## config.mk

```make
export PLATFORM = sky130hd
export DESIGN_NAME = branch_resolve_unit_flat
export DESIGN_NICKNAME = d
export VERILOG_FILES = /design/src/rtl/bru_pkg.sv /design/src/rtl/branch_resolve_unit_if.sv /design/src/rtl/bru_write_queue.sv /design/src/rtl/branch_resolve_unit.sv /design/src/flat_wrapper.sv
export SDC_FILE = /design/constraint.sdc
export NUM_CORES = 1
export LEC_CHECK = 0
export BUFFER_PORTS_ARGS = -buffer_cell sky130_fd_sc_hd__buf_2
export CORE_ASPECT_RATIO = 1.4
export CORE_MARGIN = 2
export CORE_UTILIZATION = 30
export CTS_CLUSTER_DIAMETER = 120
export DETAILED_ROUTE_END_ITERATION = 12
export PLACE_DENSITY = 0.59
export SYNTH_ARGS = -nofsm -noshare
export SYNTH_HDL_FRONTEND = slang
export SYNTH_SLANG_ARGS = --single-unit
```

## constraint.sdc

```tcl
create_clock -name clk -period 5.28 [get_ports clk]
set_clock_uncertainty 0.1 [all_clocks]
set_input_delay 0.792 -clock clk [delete_from_list [all_inputs] [get_ports clk]]
set_output_delay 0.792 -clock clk [all_outputs]
set_load 0.01 [all_outputs]
```

## src/rtl/bru_pkg.sv

```systemverilog
// Shared definitions for the branch resolve unit: FSM encodings, BTB write-queue
// entry layout, default parameters and the sequential-PC helper.
package bru_pkg;

    localparam int unsigned BRU_PC_W              = 32;
    localparam int unsigned BRU_IMM_W             = 32;
    localparam int unsigned BRU_BR_W              = 1;
    localparam int unsigned BRU_WQ_DEPTH_DEF      = 4;
    localparam int unsigned BRU_SQUASH_CYCLES_DEF = 2;

    typedef enum logic [1:0] {
        BRU_IDLE     = 2'd0,
        BRU_REDIRECT = 2'd1,
        BRU_SQUASH   = 2'd2
    } bru_state_e;

    typedef struct packed {
        logic [BRU_PC_W-1:0]  pc;
        logic [BRU_IMM_W-1:0] imm;
        logic [BRU_BR_W-1:0]  branch;
    } wq_entry_t;

    // Fall-through address of a 32-bit instruction, wrapping at 2^32.
    function automatic logic [BRU_PC_W-1:0] seq_pc(input logic [BRU_PC_W-1:0] pc);
        return pc + 32'd4;
    endfunction

endpackage

```

## src/rtl/branch_resolve_unit_if.sv

```systemverilog
// Pipeline-facing bundle of the branch resolve unit: EX resolution inputs,
// BTB update port and fetch redirect request.
interface branch_resolve_unit_if;
    import bru_pkg::*;

    logic                ex_valid;
    logic                ex_is_branch;
    logic                ex_is_jump;
    logic [BRU_PC_W-1:0] ex_pc;
    logic [BRU_PC_W-1:0] ex_target;
    logic                ex_taken;
    logic                ex_pred_hit;
    logic                ex_pred_taken;
    logic [BRU_PC_W-1:0] ex_pred_target;

    logic                 btb_ready;
    logic                 btb_write;
    logic [BRU_PC_W-1:0]  btb_pc;
    logic [BRU_IMM_W-1:0] btb_imm;
    logic                 btb_branch;

    logic                redirect;
    logic [BRU_PC_W-1:0] redirect_pc;

    modport master (
        output ex_valid, ex_is_branch, ex_is_jump, ex_pc, ex_target, ex_taken,
        output ex_pred_hit, ex_pred_taken, ex_pred_target, btb_ready,
        input  btb_write, btb_pc, btb_imm, btb_branch, redirect, redirect_pc
    );

    modport slave (
        input  ex_valid, ex_is_branch, ex_is_jump, ex_pc, ex_target, ex_taken,
        input  ex_pred_hit, ex_pred_taken, ex_pred_target, btb_ready,
        output btb_write, btb_pc, btb_imm, btb_branch, redirect, redirect_pc
    );

endinterface

```

## src/rtl/bru_write_queue.sv

```systemverilog
// FIFO of pending BTB updates. A push into a full queue is accepted only when
// the head is popped in the same cycle; otherwise it is dropped and flagged.
module bru_write_queue
    import bru_pkg::*;
#(
    parameter int unsigned DEPTH = BRU_WQ_DEPTH_DEF
) (
    input  logic      clk,
    input  logic      rst,
    input  logic      push,
    input  wq_entry_t push_data,
    input  logic      pop,
    output wq_entry_t head,
    output logic      full,
    output logic      empty,
    output logic      drop
);

    localparam int unsigned PTR_W = $clog2(DEPTH);
    localparam int unsigned CNT_W = PTR_W + 1;

    logic [PTR_W-1:0] wr_ptr_r;
    logic [PTR_W-1:0] rd_ptr_r;
    logic [CNT_W-1:0] count_r;
    wq_entry_t        mem_r [DEPTH];

    logic pop_ok_s;
    logic push_ok_s;

    assign full      = (count_r == CNT_W'(DEPTH));
    assign empty     = (count_r == {CNT_W{1'b0}});
    assign pop_ok_s  = pop & ~empty;
    assign push_ok_s = push & (~full | pop_ok_s);
    assign drop      = push & full & ~pop_ok_s;

    // Head is forced to zero while empty so stale storage never leaks out.
    always_comb begin
        head = '0;
        if (empty) begin
            head = '0;
        end else begin
            head = mem_r[rd_ptr_r];
        end
    end

    // Entry storage; contents are only observed through the gated head.
    always_ff @(posedge clk) begin
        if (push_ok_s) begin
            mem_r[wr_ptr_r] <= push_data;
        end else begin
            mem_r[wr_ptr_r] <= mem_r[wr_ptr_r];
        end
    end

    // Pointer and occupancy bookkeeping.
    always_ff @(posedge clk) begin
        if (rst) begin
            wr_ptr_r <= {PTR_W{1'b0}};
            rd_ptr_r <= {PTR_W{1'b0}};
            count_r  <= {CNT_W{1'b0}};
        end else begin
            if (push_ok_s) begin
                wr_ptr_r <= wr_ptr_r + PTR_W'(1);
            end else begin
                wr_ptr_r <= wr_ptr_r;
            end
            if (pop_ok_s) begin
                rd_ptr_r <= rd_ptr_r + PTR_W'(1);
            end else begin
                rd_ptr_r <= rd_ptr_r;
            end
            if (push_ok_s && !pop_ok_s) begin
                count_r <= count_r + CNT_W'(1);
            end else if (!push_ok_s && pop_ok_s) begin
                count_r <= count_r - CNT_W'(1);
            end else begin
                count_r <= count_r;
            end
        end
    end

endmodule

```

## src/rtl/branch_resolve_unit.sv

```systemverilog
// Branch resolve unit: compares EX outcome with the fetch prediction, redirects
// fetch on a mispredict and queues BTB updates. Perf counters: BRU_PERF_COUNTERS_EN.
module branch_resolve_unit
    import bru_pkg::*;
#(
    parameter int unsigned WQ_DEPTH      = BRU_WQ_DEPTH_DEF,
    parameter int unsigned SQUASH_CYCLES = BRU_SQUASH_CYCLES_DEF
) (
    input  logic                  clk,
    input  logic                  rst,
    branch_resolve_unit_if.slave  bus,
    output logic [31:0]           resolved_cnt,
    output logic [31:0]           mispred_cnt,
    output logic [31:0]           drop_cnt
);

    localparam int unsigned SQ_CNT_W = $clog2(SQUASH_CYCLES + 1);

    bru_state_e           state_r;
    logic                 redirect_r;
    logic [BRU_PC_W-1:0]  redirect_pc_r;
    logic [SQ_CNT_W-1:0]  sq_cnt_r;

    logic      actual_taken_s;
    logic      pred_eff_s;
    logic      accept_s;
    logic      mispred_s;
    logic      mispredict_evt_s;
    logic      enqueue_s;
    logic      wq_pop_s;
    logic      wq_full_s;
    logic      wq_empty_s;
    logic      wq_drop_s;
    wq_entry_t wq_push_data_s;
    wq_entry_t wq_head_s;

    assign actual_taken_s   = bus.ex_is_jump | (bus.ex_is_branch & bus.ex_taken);
    assign pred_eff_s       = bus.ex_pred_hit & bus.ex_pred_taken;
    assign accept_s         = bus.ex_valid & (bus.ex_is_branch | bus.ex_is_jump)
                              & (state_r == BRU_IDLE);
    assign mispred_s        = (actual_taken_s != pred_eff_s)
                              | (actual_taken_s & pred_eff_s
                                 & (bus.ex_pred_target != bus.ex_target));
    assign mispredict_evt_s = accept_s & mispred_s;
    // Only taken flows whose target the BTB does not already hold need an update.
    assign enqueue_s        = accept_s & actual_taken_s
                              & (~bus.ex_pred_hit | (bus.ex_pred_target != bus.ex_target));

    assign wq_push_data_s = '{pc: bus.ex_pc, imm: bus.ex_target, branch: bus.ex_is_branch};
    assign wq_pop_s       = ~wq_empty_s & bus.btb_ready;

    bru_write_queue #(
        .DEPTH (WQ_DEPTH)
    ) u_write_queue (
        .clk       (clk),
        .rst       (rst),
        .push      (enqueue_s),
        .push_data (wq_push_data_s),
        .pop       (wq_pop_s),
        .head      (wq_head_s),
        .full      (wq_full_s),
        .empty     (wq_empty_s),
        .drop      (wq_drop_s)
    );

    assign bus.btb_write   = ~wq_empty_s;
    assign bus.btb_pc      = wq_head_s.pc;
    assign bus.btb_imm     = wq_head_s.imm;
    assign bus.btb_branch  = wq_head_s.branch;
    assign bus.redirect    = redirect_r;
    assign bus.redirect_pc = redirect_pc_r;

    // Redirect/squash sequencer; wrong-path resolutions are ignored until IDLE.
    always_ff @(posedge clk) begin
        if (rst) begin
            state_r       <= BRU_IDLE;
            redirect_r    <= 1'b0;
            redirect_pc_r <= 32'd0;
            sq_cnt_r      <= {SQ_CNT_W{1'b0}};
        end else begin
            case (state_r)
                BRU_IDLE: begin
                    sq_cnt_r <= {SQ_CNT_W{1'b0}};
                    if (mispredict_evt_s) begin
                        state_r       <= BRU_REDIRECT;
                        redirect_r    <= 1'b1;
                        redirect_pc_r <= actual_taken_s ? bus.ex_target : seq_pc(bus.ex_pc);
                    end else begin
                        state_r       <= BRU_IDLE;
                        redirect_r    <= 1'b0;
                        redirect_pc_r <= redirect_pc_r;
                    end
                end
                BRU_REDIRECT: begin
                    state_r       <= BRU_SQUASH;
                    redirect_r    <= 1'b0;
                    redirect_pc_r <= redirect_pc_r;
                    sq_cnt_r      <= {SQ_CNT_W{1'b0}};
                end
                BRU_SQUASH: begin
                    redirect_r    <= 1'b0;
                    redirect_pc_r <= redirect_pc_r;
                    if (sq_cnt_r == SQ_CNT_W'(SQUASH_CYCLES - 1)) begin
                        state_r  <= BRU_IDLE;
                        sq_cnt_r <= {SQ_CNT_W{1'b0}};
                    end else begin
                        state_r  <= BRU_SQUASH;
                        sq_cnt_r <= sq_cnt_r + SQ_CNT_W'(1);
                    end
                end
                default: begin
                    state_r       <= BRU_IDLE;
                    redirect_r    <= 1'b0;
                    redirect_pc_r <= redirect_pc_r;
                    sq_cnt_r      <= {SQ_CNT_W{1'b0}};
                end
            endcase
        end
    end

`ifdef BRU_PERF_COUNTERS_EN
    logic [31:0] resolved_cnt_r;
    logic [31:0] mispred_cnt_r;
    logic [31:0] drop_cnt_r;

    // Free-running event counters, wrapping at 2^32.
    always_ff @(posedge clk) begin
        if (rst) begin
            resolved_cnt_r <= 32'd0;
            mispred_cnt_r  <= 32'd0;
            drop_cnt_r     <= 32'd0;
        end else begin
            resolved_cnt_r <= accept_s         ? resolved_cnt_r + 32'd1 : resolved_cnt_r;
            mispred_cnt_r  <= mispredict_evt_s ? mispred_cnt_r + 32'd1  : mispred_cnt_r;
            drop_cnt_r     <= wq_drop_s        ? drop_cnt_r + 32'd1     : drop_cnt_r;
        end
    end

    assign resolved_cnt = resolved_cnt_r;
    assign mispred_cnt  = mispred_cnt_r;
    assign drop_cnt     = drop_cnt_r;
`else
    logic unused_drop_s;

    assign unused_drop_s = wq_drop_s;
    assign resolved_cnt  = 32'd0;
    assign mispred_cnt   = 32'd0;
    assign drop_cnt      = 32'd0;
`endif

endmodule
```

## src/flat_wrapper.sv

```systemverilog
// flat-port wrapper written by rule: the top's interface ports become plain ports
module branch_resolve_unit_flat import bru_pkg::*;
#(
    parameter int unsigned WQ_DEPTH      = BRU_WQ_DEPTH_DEF,
    parameter int unsigned SQUASH_CYCLES = BRU_SQUASH_CYCLES_DEF
)
  (clk, rst, resolved_cnt, mispred_cnt, drop_cnt, bus_ex_valid, bus_ex_is_branch, bus_ex_is_jump, bus_ex_pc, bus_ex_target, bus_ex_taken, bus_ex_pred_hit, bus_ex_pred_taken, bus_ex_pred_target, bus_btb_ready, bus_btb_write, bus_btb_pc, bus_btb_imm, bus_btb_branch, bus_redirect, bus_redirect_pc);
  branch_resolve_unit_if bus_i ();
  input  logic clk;
  input  logic rst;
  output logic [31:0] resolved_cnt;
  output logic [31:0] mispred_cnt;
  output logic [31:0] drop_cnt;
  input wire logic [$bits(bus_i.ex_valid)-1:0] bus_ex_valid;
  input wire logic [$bits(bus_i.ex_is_branch)-1:0] bus_ex_is_branch;
  input wire logic [$bits(bus_i.ex_is_jump)-1:0] bus_ex_is_jump;
  input wire logic [$bits(bus_i.ex_pc)-1:0] bus_ex_pc;
  input wire logic [$bits(bus_i.ex_target)-1:0] bus_ex_target;
  input wire logic [$bits(bus_i.ex_taken)-1:0] bus_ex_taken;
  input wire logic [$bits(bus_i.ex_pred_hit)-1:0] bus_ex_pred_hit;
  input wire logic [$bits(bus_i.ex_pred_taken)-1:0] bus_ex_pred_taken;
  input wire logic [$bits(bus_i.ex_pred_target)-1:0] bus_ex_pred_target;
  input wire logic [$bits(bus_i.btb_ready)-1:0] bus_btb_ready;
  output wire logic [$bits(bus_i.btb_write)-1:0] bus_btb_write;
  output wire logic [$bits(bus_i.btb_pc)-1:0] bus_btb_pc;
  output wire logic [$bits(bus_i.btb_imm)-1:0] bus_btb_imm;
  output wire logic [$bits(bus_i.btb_branch)-1:0] bus_btb_branch;
  output wire logic [$bits(bus_i.redirect)-1:0] bus_redirect;
  output wire logic [$bits(bus_i.redirect_pc)-1:0] bus_redirect_pc;
  assign bus_i.ex_valid = bus_ex_valid;
  assign bus_i.ex_is_branch = bus_ex_is_branch;
  assign bus_i.ex_is_jump = bus_ex_is_jump;
  assign bus_i.ex_pc = bus_ex_pc;
  assign bus_i.ex_target = bus_ex_target;
  assign bus_i.ex_taken = bus_ex_taken;
  assign bus_i.ex_pred_hit = bus_ex_pred_hit;
  assign bus_i.ex_pred_taken = bus_ex_pred_taken;
  assign bus_i.ex_pred_target = bus_ex_pred_target;
  assign bus_i.btb_ready = bus_btb_ready;
  assign bus_btb_write = bus_i.btb_write;
  assign bus_btb_pc = bus_i.btb_pc;
  assign bus_btb_imm = bus_i.btb_imm;
  assign bus_btb_branch = bus_i.btb_branch;
  assign bus_redirect = bus_i.redirect;
  assign bus_redirect_pc = bus_i.redirect_pc;
  branch_resolve_unit #(.WQ_DEPTH(WQ_DEPTH), .SQUASH_CYCLES(SQUASH_CYCLES)) u_core (.clk(clk), .rst(rst), .bus(bus_i), .resolved_cnt(resolved_cnt), .mispred_cnt(mispred_cnt), .drop_cnt(drop_cnt));
endmodule
```

==> summary.md <==
| Metric | Value |
|---|---|
| Max Cap Viol | 0 |
| Crit path max-delay family | simple AND/OR/NAND/NOR gates |
| Least-Margin Pin Slew | 1.152 ns |
| Syn-to-layout area delta | 17.18% |
| Post-Synthesis Cells | 895 |
| Vias per std cell | 4.590 |
| Clk Latency, worst-skew pair | 0.55 ns |
| Resize count post-CTS | 0 |
| Multiplexer share of the synthesized area | 11.40% |
| CTS tree | built |
| Clock-pin slew on the worst setup and hold paths | 0.07 ns |
| Die Span Y | 256.3 um |
| Cell Chain, Critical Path | buf_2, xor2_1, nor4_1, nand4_1, o21a_1, o21ai_2, buf_4, o41ai_1 |
| Post-Syn Area | 13,640 um2 |
| Hold_buf cts | 0 |
| Slew Viols, Final | 0 |
| Setup TNS | 0 ns |
| Slew margin rel. | 23.20% |
| FF-to-FF Start | u_core.state_r[1]$_SDFF_PP0_ |
| Critical Path Start Type | primary input |
| Port Buffers | 203 |
| CTS max path bufs | 3 |
| Yosys warns | 0 |
| Critical Path AT | 3.96 ns |
| All-Layer GR Usage | 14.90% |
| Synth Area in Compound Gates | 3.064% |
| Unrepaired setup endpoints after global routing | no |
| Minimum clock period after layout | 3.677 ns |
| CP endpoint kind | flop |
| Via count | 7,927 |
| Post-Synth Simple-Gate Area | 10.00% |
| Vias in the first global route | 8,000 |
| Cts bufs inserted | 29 |
| Fillcell total | 4,351 |
| Largest family of logic cells by synthesized area | multiplexers |
| Buf/Inv on CP | 2 |
| Largest net degree at the start of global routing | 75 |
| CP Depth | 8 |
| FMAX | 271.9 MHz |
| Tcrit/Tclk final | 69.64% |
| Critical path peak fanout | 16 |
| Core area | 45,010 um2 |
| Starting Density | 30.30% |
| Placer Congestion | 0.7880 |
| DRC | 0 |
| Ports | 300 |
| Dpl cells | 1,673 |
| Setup crit start | bus_ex_target[23] |
| Yosys reg bits | 306 |
| Status | finished, final reports clean |
| Static Leakage | 0.005712 uW |
| First-pass GRT wire length | 51,910 um |
| Grt ovf | 0 |
| R2r setup slk | 2.01 ns |
| CP max-delay cell | nor4_1 |
| Pre-Repair DR Iteration Count | 4 |
| Synth cell types | 42 |
| XOR/XNOR Fraction of Synth Area | 3.789% |
| Detailed Place HPWL | 24,640 um |
| DR iter-0 viols | 516 |
| Total Routed Length | 35,790 um |
| WL/cell | 20.72 um |
| Crit Path Class | in2reg |
| Worst R2R End | u_core.u_write_queue.count_r[2]$_SDFFE_PP0P_ |
| Critical path's largest stage delay | 0.92 ns |
| Antenna Nets Post-Route | 0 |
| Hold Fails Final Rpt | 0 |
| Worst path required time | 5.57 ns |
| Initial antenna violation count | 4 |
| HP Class | reg2reg |
| Clk root buf | clkbuf_16 |
| Post-CTS setup buffers | 0 |
| Share of post-route cells with drive strength above 1 | 30.34% |
| H-tree lvl count | 1 |
| Site row count | 92 |
| Post-Synth Adder-Cell Area | 0.8807% |
| Die X | 184.2 um |
| Maximum vdd drop | 232.3 uV |
| Final setup fails | 0 |
| Clock sinks | 306 |
| Fin cells | 1,727 |
| Pwr Density | 425.2 nW/um2 |
| DIE AREA | 47,210 um2 |
| Seq/Total Area, Yosys | 64.00% |
| Nets@finish | 1,207 |
| Critical Path Sink | u_core.bus.redirect_pc[25]$_SDFFE_PP0P_ |
| Reg2reg path depth | 9 |
| Synth Area per Inst | 15.24 um2 |
how the worst min path moves through the flow:
stage                                       start                       endpoint  slack [ns]  cells past startpoint
global route        u_core.sq_cnt_r[0]$_SDFF_PP0_  u_core.sq_cnt_r[0]$_SDFF_PP0_        0.35                      1
global placement    u_core.sq_cnt_r[0]$_SDFF_PP0_  u_core.sq_cnt_r[0]$_SDFF_PP0_        0.31                      1
floorplan           u_core.sq_cnt_r[0]$_SDFF_PP0_  u_core.sq_cnt_r[0]$_SDFF_PP0_        0.30                      1
finish              u_core.sq_cnt_r[0]$_SDFF_PP0_  u_core.sq_cnt_r[0]$_SDFF_PP0_        0.33                      1
detailed placement  u_core.sq_cnt_r[0]$_SDFF_PP0_  u_core.sq_cnt_r[0]$_SDFF_PP0_        0.32                      1
CTS                 u_core.sq_cnt_r[0]$_SDFF_PP0_  u_core.sq_cnt_r[0]$_SDFF_PP0_        0.33                      1
state kept, by name (all words and copies together) (netlist names), named ones only:
name and flops:
u_core.bus.redirect 1, u_core.bus.redirect_pc 32, u_core.sq_cnt_r 2, u_core.state_r 2, u_core.u_write_queue.count_r 3, u_core.u_write_queue.mem_r 260
u_core.u_write_queue.rd_ptr_r 2, u_core.u_write_queue.wr_ptr_r 2
cell usage after synthesis:
master | number | area [um2]
nand4b_1 | 26 | 227.7
and2_1 | 71 | 444.2
xnor2_1 | 15 | 131.4
mux2i_1 | 8 | 80.08
nand2_1 | 10 | 37.54
a21oi_1 | 11 | 55.05
nand4_1 | 8 | 50.05
dfxtp_1 | 46 | 920.9
a31oi_1 | 4 | 25.02
o21ai_0 | 12 | 60.06
xor2_1 | 44 | 385.4
o41ai_2 | 1 | 16.27
buf_2 | 7 | 35.03
clkbuf_1 | 38 | 142.6
mux2_2 | 1 | 11.26
nor4_1 | 12 | 75.07
or4_1 | 2 | 15.01
or3_1 | 7 | 43.79
conb_1 | 1 | 3.750
fa_1 | 1 | 20.02
ha_1 | 8 | 100.1
nand2b_1 | 4 | 25.02
o31ai_1 | 7 | 52.55
and4_1 | 1 | 8.760
o41ai_1 | 15 | 131.4
nor4b_2 | 1 | 15.01
or4b_2 | 1 | 10.01
inv_1 | 8 | 30.03
and3_1 | 3 | 18.77
nand3_1 | 15 | 75.07
mux4_2 | 65 | 1464
edfxtp_1 | 260 | 7807
buf_4 | 96 | 720.7
nor2_1 | 64 | 240.2
nor4_2 | 1 | 12.51
inv_2 | 1 | 3.750
a211o_1 | 2 | 17.52
nand3b_1 | 1 | 7.510
nand3_4 | 1 | 17.52
o211ai_1 | 6 | 45.04
nor3_1 | 8 | 40.04
o21a_1 | 2 | 15.01
placed cells by master, fill, tap and decap left out, drive strengths merged, types with 6 or more instances in the layout:
master	instances
edfxtp	260
buf	213
conb	96
and2	71
mux4	65
nor2	64
dfxtp	46
xor2	44
clkbuf	37
nand4b	26
nand3	16
o41ai	16
xnor2	15
nor4	13
o21ai	12
a21oi	11
nand2	10
inv	10
nand4	8
mux2i	8
nor3	8
ha	8
o31ai	7
or3	7
clkinv	7
o211ai	6
layer usage:
layer | GRT usage, % | wire length (um) | vias up
met4 | 5.200 | 1070 | 4
li1 | - | - | 3602
met1 | 17.74 | 14040 | 4003
met2 | 26.39 | 18430 | 269
met5 | 0 | 27 | -
met3 | 3.196 | 2218 | 49
cells by family (layout without fill, tap and decap cells):
logic type	after synthesis	count (layout)
adders and majority gates	9	9
DFF	306	306
other	1	98
buffers and inverters	150	274
xor gates and xnor gates	59	59
muxes	74	74
and+or+nand+nor	236	236
AOI/OAI and AO/OA	60	60
layout make-up:
class	instances	area [um2]	area share, %
Timing Repair Buffer	213	1141	7.140
Tap cell	611	764.5	4.784
Antenna cell	2	5.005	0.03132
Multi-Input combinational cell	534	4360	27.28
Clock inverter	15	165.2	1.033
Sequential cell	306	8736	54.66
Inverter	9	33.78	0.2114
Clock buffer	37	775.7	4.854
stage by stage:
stage	hold slack, ns	utilization, %	total power, uW	instance area [um2]	setup WS, ns
floorplan	0.2985	-	4095	13990	1.363
detailed placement	0.3169	33.41	4839	15040	0.7162
global placement	0.3062	33.41	4829	15040	0.7320
finish	0.3259	35.51	6795	15980	1.603
global route	0.3463	35.50	7142	15980	1.311
CTS	0.3272	35.50	6932	15980	1.321
power breakdown:
part	switching (uW)	internal [uW]
Sequential	152	2750
Combinational	975	842
Clock	891	1190
Total	2020	4780
Power figures use the tool's default switching activity.
